[src/rtl/sample_pacer.sv]
// Paces bursty upstream words out as evenly spaced single-cycle sample_valid pulses.
// A small flop FIFO absorbs bursts; slots that find it empty raise a sticky underrun flag.
module sample_pacer #(
    parameter int N           = 16,
    parameter int D           = 2,
    parameter int W           = 8,
    parameter int PRIME_LEVEL = 2**D
) (
    input  logic         clk,
    input  logic         rstn,
    input  logic [N-1:0] in_data,
    input  logic         in_valid,
    output logic         in_ready,
    input  logic         enable,
    input  logic [W-1:0] interval,
    input  logic         clr_underrun,
    output logic [N-1:0] sample,
    output logic         sample_valid,
    output logic         underrun,
    output logic [D:0]   level
);

    localparam int         DEPTH        = 2**D;
    localparam logic [D:0] FULL_LEVEL   = (D+1)'(DEPTH);
    localparam logic [D:0] PRIME_THRESH = (D+1)'(PRIME_LEVEL);

    typedef enum logic [1:0] {IDLE, PRIME, RUN} state_t;

    state_t         state, state_next;
    logic [W-1:0]   cnt, cnt_next;
    logic [N-1:0]   mem [DEPTH];
    logic [D-1:0]   wr_ptr, rd_ptr;
    logic           push, pop, slot, starved;

    assign in_ready = (level != FULL_LEVEL);
    assign push     = in_valid && in_ready;
    assign slot     = (state == RUN) && (cnt == '0);
    assign pop      = slot && (level != '0);
    assign starved  = slot && (level == '0);

    // cnt counts down idle cycles to the next slot; it is zero whenever not running
    always_comb begin
        state_next = state;
        cnt_next   = '0;
        case (state)
            IDLE: begin
                if (enable) state_next = PRIME;
            end
            PRIME: begin
                if (!enable)                  state_next = IDLE;
                else if (level >= PRIME_THRESH) state_next = RUN;
            end
            RUN: begin
                if (!enable)   state_next = IDLE;
                else if (slot) cnt_next   = interval;
                else           cnt_next   = cnt - 1'b1;
            end
            default: state_next = IDLE;
        endcase
    end

    always_ff @(posedge clk or negedge rstn) begin
        if (!rstn) begin
            state <= IDLE;
            cnt   <= '0;
        end else begin
            state <= state_next;
            cnt   <= cnt_next;
        end
    end

    // Storage needs no reset: the pointers and level define which entries are live
    always_ff @(posedge clk) begin
        if (push) mem[wr_ptr] <= in_data;
    end

    always_ff @(posedge clk or negedge rstn) begin
        if (!rstn) begin
            wr_ptr <= '0;
            rd_ptr <= '0;
            level  <= '0;
        end else begin
            if (push) wr_ptr <= wr_ptr + 1'b1;
            if (pop)  rd_ptr <= rd_ptr + 1'b1;
            case ({push, pop})
                2'b10:   level <= level + 1'b1;
                2'b01:   level <= level - 1'b1;
                default: level <= level;
            endcase
        end
    end

    // A fresh underrun takes priority over a simultaneous clear
    always_ff @(posedge clk or negedge rstn) begin
        if (!rstn) begin
            sample       <= '0;
            sample_valid <= 1'b0;
            underrun     <= 1'b0;
        end else begin
            sample_valid <= pop;
            if (pop) sample <= mem[rd_ptr];
            if (starved)           underrun <= 1'b1;
            else if (clr_underrun) underrun <= 1'b0;
        end
    end

endmodule

[config.mk]
export PLATFORM = sky130hd
export DESIGN_NAME = sample_pacer
export DESIGN_NICKNAME = d
export VERILOG_FILES = /design/src/rtl/sample_pacer.sv
export SDC_FILE = /design/constraint.sdc
export NUM_CORES = 1
export LEC_CHECK = 0
export BUFFER_PORTS_ARGS = -buffer_cell sky130_fd_sc_hd__buf_2
export CAP_MARGIN = 20
export CORE_ASPECT_RATIO = 1.5
export CORE_MARGIN = 10
export CORE_UTILIZATION = 55
export DETAILED_ROUTE_END_ITERATION = 10
export PLACE_DENSITY_LB_ADDON = 0.08
export SYNTH_ARGS = -nofsm -noshare
export SYNTH_HDL_FRONTEND = slang
export SYNTH_SLANG_ARGS = --single-unit
[constraint.sdc]
create_clock -name clk -period 4.1 [get_ports clk]
set_input_delay 0.205 -clock clk [delete_from_list [all_inputs] [get_ports clk]]
set_output_delay 0.205 -clock clk [all_outputs]
set_load 0.05 [all_outputs]
==> results.toml, run 1 <==
[logic_synthesis]
avgSynthCellArea_um2 = 18.4
synth_common_cells = "edfxtp_1 (64), dfrtp_1 (35), mux4_2 (16)"
async_flop_share_pct = 35.4
yosysMostFrequentCell = "edfxtp_1"
synthAdderAreaFrac_pct = 2.40
synth_cell_types = 38
synth_warnings = 0
synth_edf_count = 64
synth.area.top_cells = "edfxtp_1 (49%), dfrtp_1 (22%), mux4_2 (9.1%), mux2_4 (3.0%), mux2_2 (2.6%)"
synth_mux_area_share_pct = 15.2
synth-compound-area-share_pct = 2.88
seq_area_frac_synth_pct = 70.6
synth_top_area_share_pct = 48.5
ys_seq_elements = 99
synth.cell_area_mm2 = 0.00396
ys.flop_type = "edfxtp_1"
synth_cells = 215
synth.net_count = 251
synth.largest_area_cell = "edfxtp_1"
yosys.area_share.simple_pct = 4.96
synthXorXnorAreaFrac_pct = 1.55
synth_top_family_by_area = "multiplexers"

[pwr]
leakage_nw = 1.80
p_per_area_mw_per_mm2 = 724
finalPower_mw = 3.22
irDropWorstVdd_uv = 395

[cts]
insertion_delay_ps = 360
cts-buffers-inserted = 9
clkTransAtPathRegs_ps = 90
clk_path_buf_depth = 2
ctsResizeCount = 0
h-tree-depth = 3
cts_sinks = 99
cts_tree = "yes"
root_buffer = "clkbuf_8"

[timing]
drv_slew = 0
setup_viol = 0
final.setup.tns_ps = 0
worstMarginPinSlew_ps = 927
fin_crit_sh_pct = 78.5
max_freq_mhz = 311
hold_violations = 0
fin_crit_ps = 3220
slew_headroom_pct = 38.2
finClkSkew_ps = 9.06
rsz0062_at_grt = "false"

[floorplanning]
die_w_um = 89.3
start_util_pct = 57.0
rows = 37
ios = 51
chipHeight_um = 124
core_mm2 = 0.00694
die_area_mm2 = 0.0111

[detailed_routing]
firstDrtPassIters = 4
routed_wl_mm = 6.86
route.detailed.drc = 0
avgRoutedWirePerCell_um = 19.5
viasPerCell = 5.72
drtIter0Drc = 154
ant_nets = 0
vias = 2013

[grt]
gr-usage-met2_pct = 23.1
grt_max_degree = 36
gr-usage-met3_pct = 3.33
grt-ovfl-total = 0
busiest_layer = "met2"
grt.met1_usage_pct = 14.7
grt_pass1_vias = 2182
antenna_found_initial = 0
track_usage_pct = 13.3
grt_pass1_wl_mm = 11.0

[placement]
place_area_mm2 = 0.00427
hpwl_mm = 4.67
globalplace.congestion = 0.749
io_buffers = 50
place_inst = 335

[cells_and_area]
syn2layout_area_growth_pct = 12.4
multiInputGateArea_mm2 = 0.00107
fin_util_pct = 64.1
antennaDiodeCount = 0
design_area_mm2 = 0.00445
final_nets = 305
drive_gt1_share_pct = 36.1
n_fill_cell = 491
instances_no_fill = 352
regArea_mm2 = 0.00280

[setup_path]
crit_type = "reg -> reg"
path_cells = "inv_1, ha_1, or3b_2, or4b_1, buf_4, inv_1, ha_1, inv_1, fa_1, xor2_1, nor2_1, xor2_1"
crit_path_frequent_cell = "inv_1"
crit_path_start_kind = "register"
cp.required_ps = 4390
cp_slowest_stage_delay_ps = 570
path_max_fanout = 18
cp_data_arrival_time_ps = 3510
crit_slowest_cell = "or3b_2"
worstSetupEndpointType = "register"

[hold_path]
hold_class = "in -> reg"

[outcome]
status = "finished, final reports clean"

[job]
drv_cap = 0
metrics by stage:
stage	hold slack [ps]	setup slack, ps
2_1_floorplan	-90.6	1110
3_3_place_gp	323	928
3_5_place_dp	326	866
4_1_cts	16.9	857
5_1_grt	31.9	708
6_report	27.1	880
cell type report:
cell class | instances | area share [%]
sequential | 99 | 62.8
multi-input combinational | 95 | 24.0
tap | 78 | 2.19
timing repair buffer | 53 | 6.18
clock buffer | 13 | 3.57
clock inverter | 3 | 0.309
inverter | 11 | 0.927
report_power, final:
group / total [mW] / internal, mW / leakage (nW) / switching [mW]
combinational: 1.16 / 0.454 / 0.680 / 0.702
clock: 0.552 / 0.251 / 0.0908 / 0.301
sequential: 1.51 / 1.34 / 1.03 / 0.176
total: 3.22 / 2.04 / 1.80 / 1.18
logic make-up (layout without fill, tap and decap cells):
kind of cell / count (synthesis) / in the layout
flops: 99 / 99
mux: 35 / 35
simple gates: 30 / 30
buf+inv: 21 / 80
compound gates: 16 / 16
fa+ha+maj: 7 / 7
xor+xnor: 7 / 7
path summary, 6_finish.rpt:
check / startpoint / endpoint / slack (ps) / depth (start not counted)
worst max-delay path: cnt[0]$_DFF_PN0_ / level[2]$_DFFE_PN0P_ / 880 / 12
worst min-delay path: clr_underrun / underrun$_DFFE_PN0P_ / 30 / 2
worst max register to register: cnt[0]$_DFF_PN0_ / level[2]$_DFFE_PN0P_ / 880 / 12
worst min register to register: sample[6]$_DFFE_PN0P_ / sample[6]$_DFFE_PN0P_ / 510 / 1
max in group asynchronous: rstn / sample[1]$_DFFE_PN0P_ / 3140 / 2
min in group asynchronous: rstn / sample[14]$_DFFE_PN0P_ / 460 / 2
cells in the final DEF (no fill, tap or decap), types with 3 or more instances in the layout:
cell / count
or3_1: 5
mux4_2: 16
clkbuf_8: 11
mux2_4: 8
o31ai_1: 3
xnor2_1: 4
xor2_1: 3
dfrtp_1: 35
a311oi_1: 3
ha_1: 6
edfxtp_1: 64
mux2_2: 9
inv_1: 11
buf_2: 50
nor4_1: 6
and3_1: 4
sequential cells by signal (all words and copies together), names as in the netlist:
register and cells:
state 2, level 3, cnt 8, sample_valid 1
rd_ptr 2, wr_ptr 2, underrun 1, mem 64
sample 16
worst max-delay path, delay by kind of cell, from the launching register on:
| family | cells | cell delay (ps) |
|---|---|---|
| xor+xnor | 2 | 300 |
| fa+ha+maj | 3 | 720 |
| buf+inv | 4 | 490 |
| flops | 1 | 410 |
| simple gates | 3 | 1230 |
per-layer routing:
layer  up-vias  part of all wire [%]
li1        944                     -
met1      1014                    41
met2        44                    53
met3        11                   4.4
met4         0                   1.9
met5         -                     0
repair_timing:
item	4_1_cts	5_1_grt
hold endpoints to repair	35	0
hold buffers	1	0
buffers inserted	0	0
setup endpoints to repair	0	0
Power figures use the tool's default switching activity.
==> run 2: changes to the inputs <==
==> constraint.sdc (replaced) <==
create_clock -name clk -period 3.1 [get_ports clk]
set_input_delay 0.155 -clock clk [delete_from_list [all_inputs] [get_ports clk]]
set_output_delay 0.155 -clock clk [all_outputs]
set_load 0.05 [all_outputs]
==> run 2 against run 1 <==
Effect of this change: global-route usage increased by 0.55 points; clock skew is 4.9 ps higher; hold slack got worse by 5.6 ps; combinational power grew 35%; count of clock-buffer cells in the layout grew 2; routed wire length grew 2.5%; final area increased by 2.6%; clock power grew 24%; via count is 2.5% higher; largest cell class unchanged; largest power group unchanged.
==> results.toml, run 2 (synthesized netlist as in run 1, its figures left out) <==
[setup_path]
worstSetupEndpointType = "register"
crit_type = "reg -> reg"
reg2reg_depth = 11
r2r_setup_slack_ps = 220
path_max_fanout = 4
crit_path_start_kind = "register"
r2r_start = "cnt[0]$_DFF_PN0_"
cp_data_arrival_time_ps = 3170
cp.required_ps = 3390
worstReg2RegEnd = "level[2]$_DFFE_PN0P_"

[floorplanning]
chipHeight_um = 124
rows = 37
die_area_mm2 = 0.0111
start_util_pct = 57.0
ios = 51
die_w_um = 89.3
core_mm2 = 0.00694

[cts]
root_buffer = "clkbuf_8"
cts_tree = "yes"
clkTransAtPathRegs_ps = 90
insertion_delay_ps = 360
cts_sinks = 99
cts-buffers-inserted = 9
clk_path_buf_depth = 2
h-tree-depth = 3
ctsResizeCount = 0

[detailed_routing]
firstDrtPassIters = 4
vias = 2064
drtIter0Drc = 109
routed_wl_mm = 7.03
ant_nets = 0
avgRoutedWirePerCell_um = 19.2
viasPerCell = 5.64
route.detailed.drc = 0

[outcome]
status = "finished, final reports clean"

[cells_and_area]
layout_commonest_cell = "edfxtp_1"
multiInputGateArea_mm2 = 0.00107
design_area_mm2 = 0.00457
largest_register = "mem"
largest_reg_flops = 64
drive_gt1_share_pct = 34.0
regArea_mm2 = 0.00280
top_regs = "mem (64), sample (16), cnt (8)"
final_cell_mix = "edfxtp_1 (64), buf_2 (50), dfrtp_1 (35)"
syn2layout_area_growth_pct = 15.3
n_fill_cell = 487
antennaDiodeCount = 0
final_nets = 319

[pwr]
irDropWorstVdd_uv = 503
p_per_area_mw_per_mm2 = 928
leakage_nw = 1.84

[timing]
final.setup.tns_ps = 0
setup_viol = 0
slew_headroom_pct = 40.9
finClkSkew_ps = 14.0
worstMarginPinSlew_ps = 887
fin_crit_sh_pct = 93.0
fin_crit_ps = 2880
max_freq_mhz = 347
rsz0062_at_grt = "false"
drv_slew = 0
hold_violations = 0

[grt]
grt_pass1_vias = 2305
track_usage_pct = 13.9
grt-ovfl-total = 0
antenna_found_initial = 0
grt_max_degree = 36
grt_pass1_wl_mm = 11.5

[placement]
globalplace.congestion = 0.783
place_area_mm2 = 0.00429
hpwl_mm = 4.61
io_buffers = 50

[hold_path]
min_from = "in_data[14]"
min_path_cells = 1
holdPathEnd = "mem[0][14]$_DFFE_PP_"
hold_class = "in -> reg"

[job]
drv_cap = 0
## run 2: cell type report
type	instances	area share, %
Sequential cell	99	61.3
Timing Repair Buffer	67	8.99
Clock buffer	15	3.21
Inverter	11	0.904
Tap cell	78	2.14
Clock inverter	1	0.110
Multi-Input combinational cell	95	23.4
## run 2: critical path: stages, from the launching register on
cell     delay (ps)
dfrtp_1         400
inv_1            70
ha_1            190
or3b_2          480
or4b_1          560
inv_1           100
ha_1            170
inv_1            60
fa_1            370
xor2_1          150
nor2_1          100
xor2_1          160
## run 2: power by group
| part | total [mW] | internal [mW] | switching (mW) |
|---|---|---|---|
| Sequential | 1.99 | 1.77 | 0.218 |
| Clock | 0.685 | 0.293 | 0.391 |
| Combinational | 1.57 | 0.619 | 0.948 |
| Total | 4.24 | 2.68 | 1.56 |
## run 2: worst max-delay path by stage
stage | startpoint | end | slack, ps | depth (start not counted)
floorplan | cnt[0]$_DFF_PN0_ | level[2]$_DFFE_PN0P_ | 110 | 13
global placement | cnt[0]$_DFF_PN0_ | level[2]$_DFFE_PN0P_ | 260 | 11
detailed placement | cnt[0]$_DFF_PN0_ | level[2]$_DFFE_PN0P_ | 210 | 11
CTS | cnt[0]$_DFF_PN0_ | level[2]$_DFFE_PN0P_ | 200 | 11
global route | cnt[0]$_DFF_PN0_ | level[2]$_DFFE_PN0P_ | 50 | 11
finish | cnt[0]$_DFF_PN0_ | level[2]$_DFFE_PN0P_ | 220 | 11
## run 2: what timing repair did
item | in CTS | in global routing
hold buffers | 13 | 0
setup buffers | 0 | 0
endpoints found under the hold margin | 70 | 0
## run 2: per-layer routing
metal | vias up | part of all wire, % | track usage, %
met5 | - | 0 | 0
met1 | 1037 | 42 | 16.1
li1 | 975 | - | -
met2 | 42 | 51 | 23.4
met3 | 10 | 4.8 | 4.38
met4 | 0 | 1.5 | 5.09
## run 2: metrics by stage
stage / total power, mW / hold slack [ps] / instances / setup WS (ps) / utilization [%]
CTS: 4.31 / 1.24 / 366 / 196 / 65.8
finish: 4.24 / 21.5 / 366 / 217 / 65.8
global route: 4.48 / 4.89 / 366 / 46.3 / 65.8
global placement: 3.58 / 294 / 337 / 257 / 61.7
floorplan: 3.20 / -141 / 215 / 107 / -
detailed placement: 3.61 / 299 / 337 / 209 / 61.7
